===== config.mk =====
export PLATFORM = sky130hd
export DESIGN_NAME = if_fetch_stage_flat
export DESIGN_NICKNAME = d
export VERILOG_FILES = /design/src/rtl/fetch_if.sv /design/src/rtl/if_fetch_stage.sv /design/src/flat_wrapper.sv
export SDC_FILE = /design/constraint.sdc
export NUM_CORES = 2
export LEC_CHECK = 0
export CAP_MARGIN = 30
export CORE_UTILIZATION = 25
export DETAILED_ROUTE_END_ITERATION = 8
export HOLD_SLACK_MARGIN = 0.03
export PLACE_DENSITY = 0.5
export SLEW_MARGIN = 0
export SYNTH_ARGS = -nofsm -noshare
export SYNTH_HDL_FRONTEND = slang
export SYNTH_SLANG_ARGS = --single-unit

===== constraint.sdc =====
create_clock -name i_clk -period 15.45 [get_ports i_clk]
set_input_delay 2.3175 -clock i_clk [delete_from_list [all_inputs] [get_ports i_clk]]
set_output_delay 2.3175 -clock i_clk [all_outputs]
set_load 0.01 [all_outputs]

===== src/rtl/fetch_if.sv =====
// fetch_if: control, redirect, loader and IF/ID-facing signals of the instruction-fetch stage
interface fetch_if #(
  parameter int NB_INSTRUCT = 32,
  parameter int NB_PC       = 9
);
  logic                   start;
  logic                   pc_write;
  logic [1:0]             pc_src;
  logic [NB_PC-1:0]       branch_addr;
  logic [NB_PC-1:0]       jump_addr;
  logic [NB_PC-1:0]       jr_addr;
  logic                   mem_wr_en;
  logic [NB_PC-3:0]       mem_wr_addr;
  logic [NB_INSTRUCT-1:0] mem_wr_data;
  logic [NB_INSTRUCT-1:0] instruction;
  logic [NB_PC-1:0]       pc;
  logic [NB_PC-1:0]       pc_plus4;
  logic                   halt;
  modport master (
    output start, pc_write, pc_src, branch_addr, jump_addr, jr_addr,
           mem_wr_en, mem_wr_addr, mem_wr_data,
    input  instruction, pc, pc_plus4, halt
  );
  modport slave (
    input  start, pc_write, pc_src, branch_addr, jump_addr, jr_addr,
           mem_wr_en, mem_wr_addr, mem_wr_data,
    output instruction, pc, pc_plus4, halt
  );
endinterface


===== src/rtl/if_fetch_stage.sv =====
// if_fetch_stage: PC register, loader-written instruction memory, redirect/stall/HALT handling; IF_STEP_MODE_EN adds i_step single-stepping
module if_fetch_stage #(
  parameter int                     NB_INSTRUCT = 32,
  parameter int                     NB_PC       = 9,
  parameter logic [NB_INSTRUCT-1:0] HALT_CODE   = 32'hFFFF_FFFF
) (
  input  logic     i_clk,
  input  logic     i_reset,
`ifdef IF_STEP_MODE_EN
  input  logic     i_step,
`endif
  fetch_if.slave   bus
);
  typedef enum logic [1:0] {IDLE, RUN, HALT} state_t;
  state_t                 state, next_state;
  logic [NB_PC-1:0]       pc, next_pc, pc_plus4, target, fetch_pc;
  logic [NB_INSTRUCT-1:0] mem [0:2**(NB_PC-2)-1];
  logic [NB_INSTRUCT-1:0] word;
  logic                   advance, halt_hit;
`ifdef IF_STEP_MODE_EN
  logic                   step_q;
  // remember last i_step sample so only its rising edge advances the PC
  always_ff @(posedge i_clk) step_q <= i_reset ? 1'b0 : i_step;
  assign advance = bus.pc_write & i_step & ~step_q;
`else
  assign advance = bus.pc_write;
`endif
  assign word     = mem[pc[NB_PC-1:2]];
  assign pc_plus4 = pc + NB_PC'(4);
  // loader writes land only while idle; reset takes priority over a write
  always_ff @(posedge i_clk) begin
    if (!i_reset && state == IDLE && bus.mem_wr_en) mem[bus.mem_wr_addr] <= bus.mem_wr_data;
  end
  // state and PC registers
  always_ff @(posedge i_clk) begin
    if (i_reset) begin
      state <= IDLE;
      pc    <= '0;
    end else begin
      state <= next_state;
      pc    <= next_pc;
    end
  end
  // next PC selection and HALT detection; a redirect puts a fetched HALT on the wrong path
  always_comb begin
    target     = bus.pc_src == 2'b01 ? bus.branch_addr : bus.pc_src == 2'b10 ? bus.jump_addr : bus.jr_addr;
    fetch_pc   = bus.pc_src == 2'b00 ? pc_plus4 : target & ~NB_PC'(3);
    halt_hit   = state == RUN && advance && bus.pc_src == 2'b00 && word == HALT_CODE;
    next_state = state == IDLE && bus.start ? RUN : halt_hit ? HALT : state;
    next_pc    = state == RUN && advance && !halt_hit ? fetch_pc : pc;
  end
  assign bus.pc       = pc;
  assign bus.pc_plus4 = pc_plus4;
  assign bus.halt     = state == HALT;
`ifdef IF_STEP_MODE_EN
  assign bus.instruction = state == RUN && advance ? word : '0;
`else
  assign bus.instruction = state == RUN ? word : '0;
`endif
endmodule

===== src/flat_wrapper.sv =====
// flat-port wrapper written by rule: the top's interface ports become plain ports
module if_fetch_stage_flat 
#(
  parameter int                     NB_INSTRUCT = 32,
  parameter int                     NB_PC       = 9,
  parameter logic [NB_INSTRUCT-1:0] HALT_CODE   = 32'hFFFF_FFFF
)
  (i_clk, i_reset, bus_start, bus_pc_write, bus_pc_src, bus_branch_addr, bus_jump_addr, bus_jr_addr, bus_mem_wr_en, bus_mem_wr_addr, bus_mem_wr_data, bus_instruction, bus_pc, bus_pc_plus4, bus_halt);
  fetch_if #(.NB_INSTRUCT(NB_INSTRUCT), .NB_PC(NB_PC)) bus_i ();
  input  logic i_clk;
  input  logic i_reset;
  input wire logic [$bits(bus_i.start)-1:0] bus_start;
  input wire logic [$bits(bus_i.pc_write)-1:0] bus_pc_write;
  input wire logic [$bits(bus_i.pc_src)-1:0] bus_pc_src;
  input wire logic [$bits(bus_i.branch_addr)-1:0] bus_branch_addr;
  input wire logic [$bits(bus_i.jump_addr)-1:0] bus_jump_addr;
  input wire logic [$bits(bus_i.jr_addr)-1:0] bus_jr_addr;
  input wire logic [$bits(bus_i.mem_wr_en)-1:0] bus_mem_wr_en;
  input wire logic [$bits(bus_i.mem_wr_addr)-1:0] bus_mem_wr_addr;
  input wire logic [$bits(bus_i.mem_wr_data)-1:0] bus_mem_wr_data;
  output wire logic [$bits(bus_i.instruction)-1:0] bus_instruction;
  output wire logic [$bits(bus_i.pc)-1:0] bus_pc;
  output wire logic [$bits(bus_i.pc_plus4)-1:0] bus_pc_plus4;
  output wire logic [$bits(bus_i.halt)-1:0] bus_halt;
  assign bus_i.start = bus_start;
  assign bus_i.pc_write = bus_pc_write;
  assign bus_i.pc_src = bus_pc_src;
  assign bus_i.branch_addr = bus_branch_addr;
  assign bus_i.jump_addr = bus_jump_addr;
  assign bus_i.jr_addr = bus_jr_addr;
  assign bus_i.mem_wr_en = bus_mem_wr_en;
  assign bus_i.mem_wr_addr = bus_mem_wr_addr;
  assign bus_i.mem_wr_data = bus_mem_wr_data;
  assign bus_instruction = bus_i.instruction;
  assign bus_pc = bus_i.pc;
  assign bus_pc_plus4 = bus_i.pc_plus4;
  assign bus_halt = bus_i.halt;
  if_fetch_stage #(.NB_INSTRUCT(NB_INSTRUCT), .NB_PC(NB_PC), .HALT_CODE(HALT_CODE)) u_core (.i_clk(i_clk), .i_reset(i_reset), .bus(bus_i));
endmodule

==> impl_metrics.ini <==
[status]
outcome = completed

[cts]
cts_made_buffers = 411
clock_latency_ns = 1.02
clk_path_buf_depth = 4
htree_levels = 5
clk_transition_reported_paths_ns = 0.06
cts_resized = 0
clkSinkCount = 4112
hold_buffers = 0
cts_tree = done
cts_root_buffer = clkbuf_16
postCtsSetupRepairBufs = 0

[setup_path]
crit_path_start_kind = register
cp-end-kind = primary output
worstPathMaxFanout = 42
critical_path_class = reg2out
cp.required_ns = 13.13
crit_arrival_ns = 7.50

[global_route]
antenna_found_initial = 79
first_global_vias = 79200
grt_pass1_wl_mm = 705
overflow = 0
grt_usage_pct = 16.1
grt_max_degree = 110

[finish]
mostFrequentLayoutCells = edfxtp_1 (4096), mux4_2 (1001), clkbuf_16 (415)
fin_util_pct = 29.5
final_area_mm2 = 0.185
synthToLayoutAreaGrowth_pct = 17.2
final_common_cell = edfxtp_1
fillCellCount = 60600
seqCellArea_mm2 = 0.123
nNetsFinal = 7517
drive_gt1_share_pct = 29.2
multi_input_area_mm2 = 0.0334

[floorplanning]
fp-row-count = 291
dieArea_mm2 = 0.635
start_util_pct = 25.1
die_h_um = 797
coreArea_mm2 = 0.629
die_w_um = 797
boundaryPins = 124

[synthesis]
yosysSeqAreaShare_pct = 78.0
synth_ff_type = edfxtp_1
ys_warn_count = 0
netlist_instances = 6913
synth_edf_count = 4096
ys_seq_elements = 4112
syn_area_mm2 = 0.158
syn_avg_cell_area_um2 = 22.9
synth.distinct_cells = 77
async_reset_ff_share_pct = 0

[power_and_ir_drop]
leakagePower_nw = 54.2
finalPower_w = 0.0238
vdd_ir_drop_max_mv = 0.0926
internal_power_w = 0.0185
p_comb_share_pct = 5.7
switchingPower_w = 0.00524
power.density_mw_per_mm2 = 128
p_seq_share_pct = 51.7
swShare_pct = 22.1
power_frac_clock_pct = 42.6

[sta]
fin_crit_sh_pct = 63.5
postLayoutSetupSlackWorst_ns = 5.64
setup_violations = 0
totalNegativeSetupSlack_ns = 0
fmax_mhz = 102
rsz0062_at_grt = false
final.min_clock_period_ns = 9.81
finalMaxSlewViolations = 0
tightest_slew_ns = 1.15
hold_viol = 0
slew_headroom_pct = 23.6
clock_skew_ns = 0.0525

[placement]
gp_congestion = 0.922
preCtsSetupSlack_ns = 6.63
port_buffers = 113
hpwl_mm = 308
placed_cell_area_mm2 = 0.171

[route]
avgRoutedWirePerCell_um = 32.7
vias_per_cell = 4.94
num_vias = 79900
drt_pass1_iterations = 6
route.detailed.drc = 0
ant_nets = 0
drt_wl_total_mm = 530
drtIter0Drc = 10700

[min_path]
hold_path.class = reg2reg

[flow_run]
max-cap-violations = 0
[cells in the mapped netlist (6+ instances only)]
cell	number	area share, %
o221ai_1	9	0.050
mux2i_1	227	1.4
buf_2	103	0.33
edfxtp_1	4096	78
or3b_2	10	0.055
buf_1	23	0.055
o211ai_1	20	0.095
nand3_1	64	0.20
a21o_1	7	0.033
a22oi_1	162	0.77
nand2b_1	13	0.051
nand3b_1	17	0.081
dfxtp_1	16	0.20
a31oi_1	20	0.079
inv_1	13	0.031
clkbuf_1	88	0.21
nand4_1	9	0.036
mux4_2	1001	14
a21oi_1	58	0.18
buf_4	99	0.47
a221oi_1	21	0.12
a21boi_0	8	0.038
a2111oi_0	13	0.072
mux4_1	8	0.13
buf_6	63	0.45
or3_1	7	0.028
nor2b_1	43	0.17
and3_1	10	0.040
o21ai_0	59	0.19
mux2_2	31	0.22
nor4_1	29	0.11
nor2_1	206	0.49
nor3_1	9	0.029
a221o_1	16	0.10
a22o_1	23	0.13
nand2_1	124	0.29
and2_1	7	0.028
o2111ai_1	6	0.033
o22ai_1	103	0.41
[per-stage QoR]
stage | instances | hold slack (ns)
final | 16200 | 0.561
after global routing | 16100 | 0.620
after CTS | 16100 | 0.561
after detailed placement | 15400 | 0.551
after global placement | 15300 | 0.570
after floorplan | 6916 | 0.492
[layout make-up]
class,instances,share of cell area (%)
Sequential cell,4112,66.6
Clock buffer,476,5.73
Inverter,13,0.0277
Antenna cell,40,0.0541
Tap cell,8350,5.64
Clock inverter,281,1.56
Multi-Input combinational cell,2408,18.0
Timing Repair Buffer,497,2.34
[routing by layer]
| layer | GRT usage (%) | part of all wire [%] | up-vias |
|---|---|---|---|
| met5 | 0 | 0.025 | - |
| met3 | 3.55 | 8.9 | 859 |
| met1 | 21.3 | 40 | 44300 |
| met4 | 6.42 | 4.5 | 24 |
| li1 | - | - | 30800 |
| met2 | 25.8 | 47 | 3991 |
[flip-flops by register name, indices dropped and copies added, names as in the netlist, named ones only]
signal and count:
u_core.bus.pc 7, u_core.mem 4096, u_core.state 2
[cells by family (layout without fill, tap and decap cells)]
kind of cell             Yosys count  count (layout)  share of synthesized area (%)
AND/OR/NAND/NOR                  572             572                           1.76
flip-flops                      4112            4112                           78.0
other                              1              44                        0.00237
adder cells (fa/ha/maj)            1               1                        0.00792
buffers and inverters            396            1267                           1.61
AO/OA/AOI/OAI                    559             559                           2.49
XOR/XNOR                           5               5                         0.0277
multiplexers                    1267            1267                           16.1
[power by group through the flow]
stage / Clock [W] / Sequential (W) / Combinational (W)
after global routing: 0.0106 / 0.0123 / 0.00139
after global placement: 0 / 0.0125 / 0.00130
final: 0.0101 / 0.0123 / 0.00135
after floorplan: 0 / 0.0125 / 0.000635
after CTS: 0.0103 / 0.0123 / 0.00135
after detailed placement: 0 / 0.0125 / 0.00134
[worst paths after layout]
| path | from | to | slack (ns) | depth (start not counted) |
|---|---|---|---|---|
| max reg2reg | register | register | 8.35 | 15 |
| min reg2reg | u_core.state[0] | u_core.state[0] | 0.56 | 2 |
| min | u_core.state[0] | u_core.state[0] | 0.56 | 2 |
| max | register | bus_instruction[7] | 5.64 | 12 |
[worst max-delay path, stage by stage, from the launching register on]
cell             delay [ns]
dfxtp_4                0.64
buf_4                  0.57
buf_4                  0.61
buf_4                  0.67
nor2b_2                0.81
buf_4                  0.42
a222oi_1               0.16
and4_1                 0.26
o31ai_1                0.83
and4b_1                0.42
nor2b_1                0.16
buf_4                  0.22
clkdlybuf4s50_1        0.56
No activity file was read; power rests on OpenSTA's default activity.
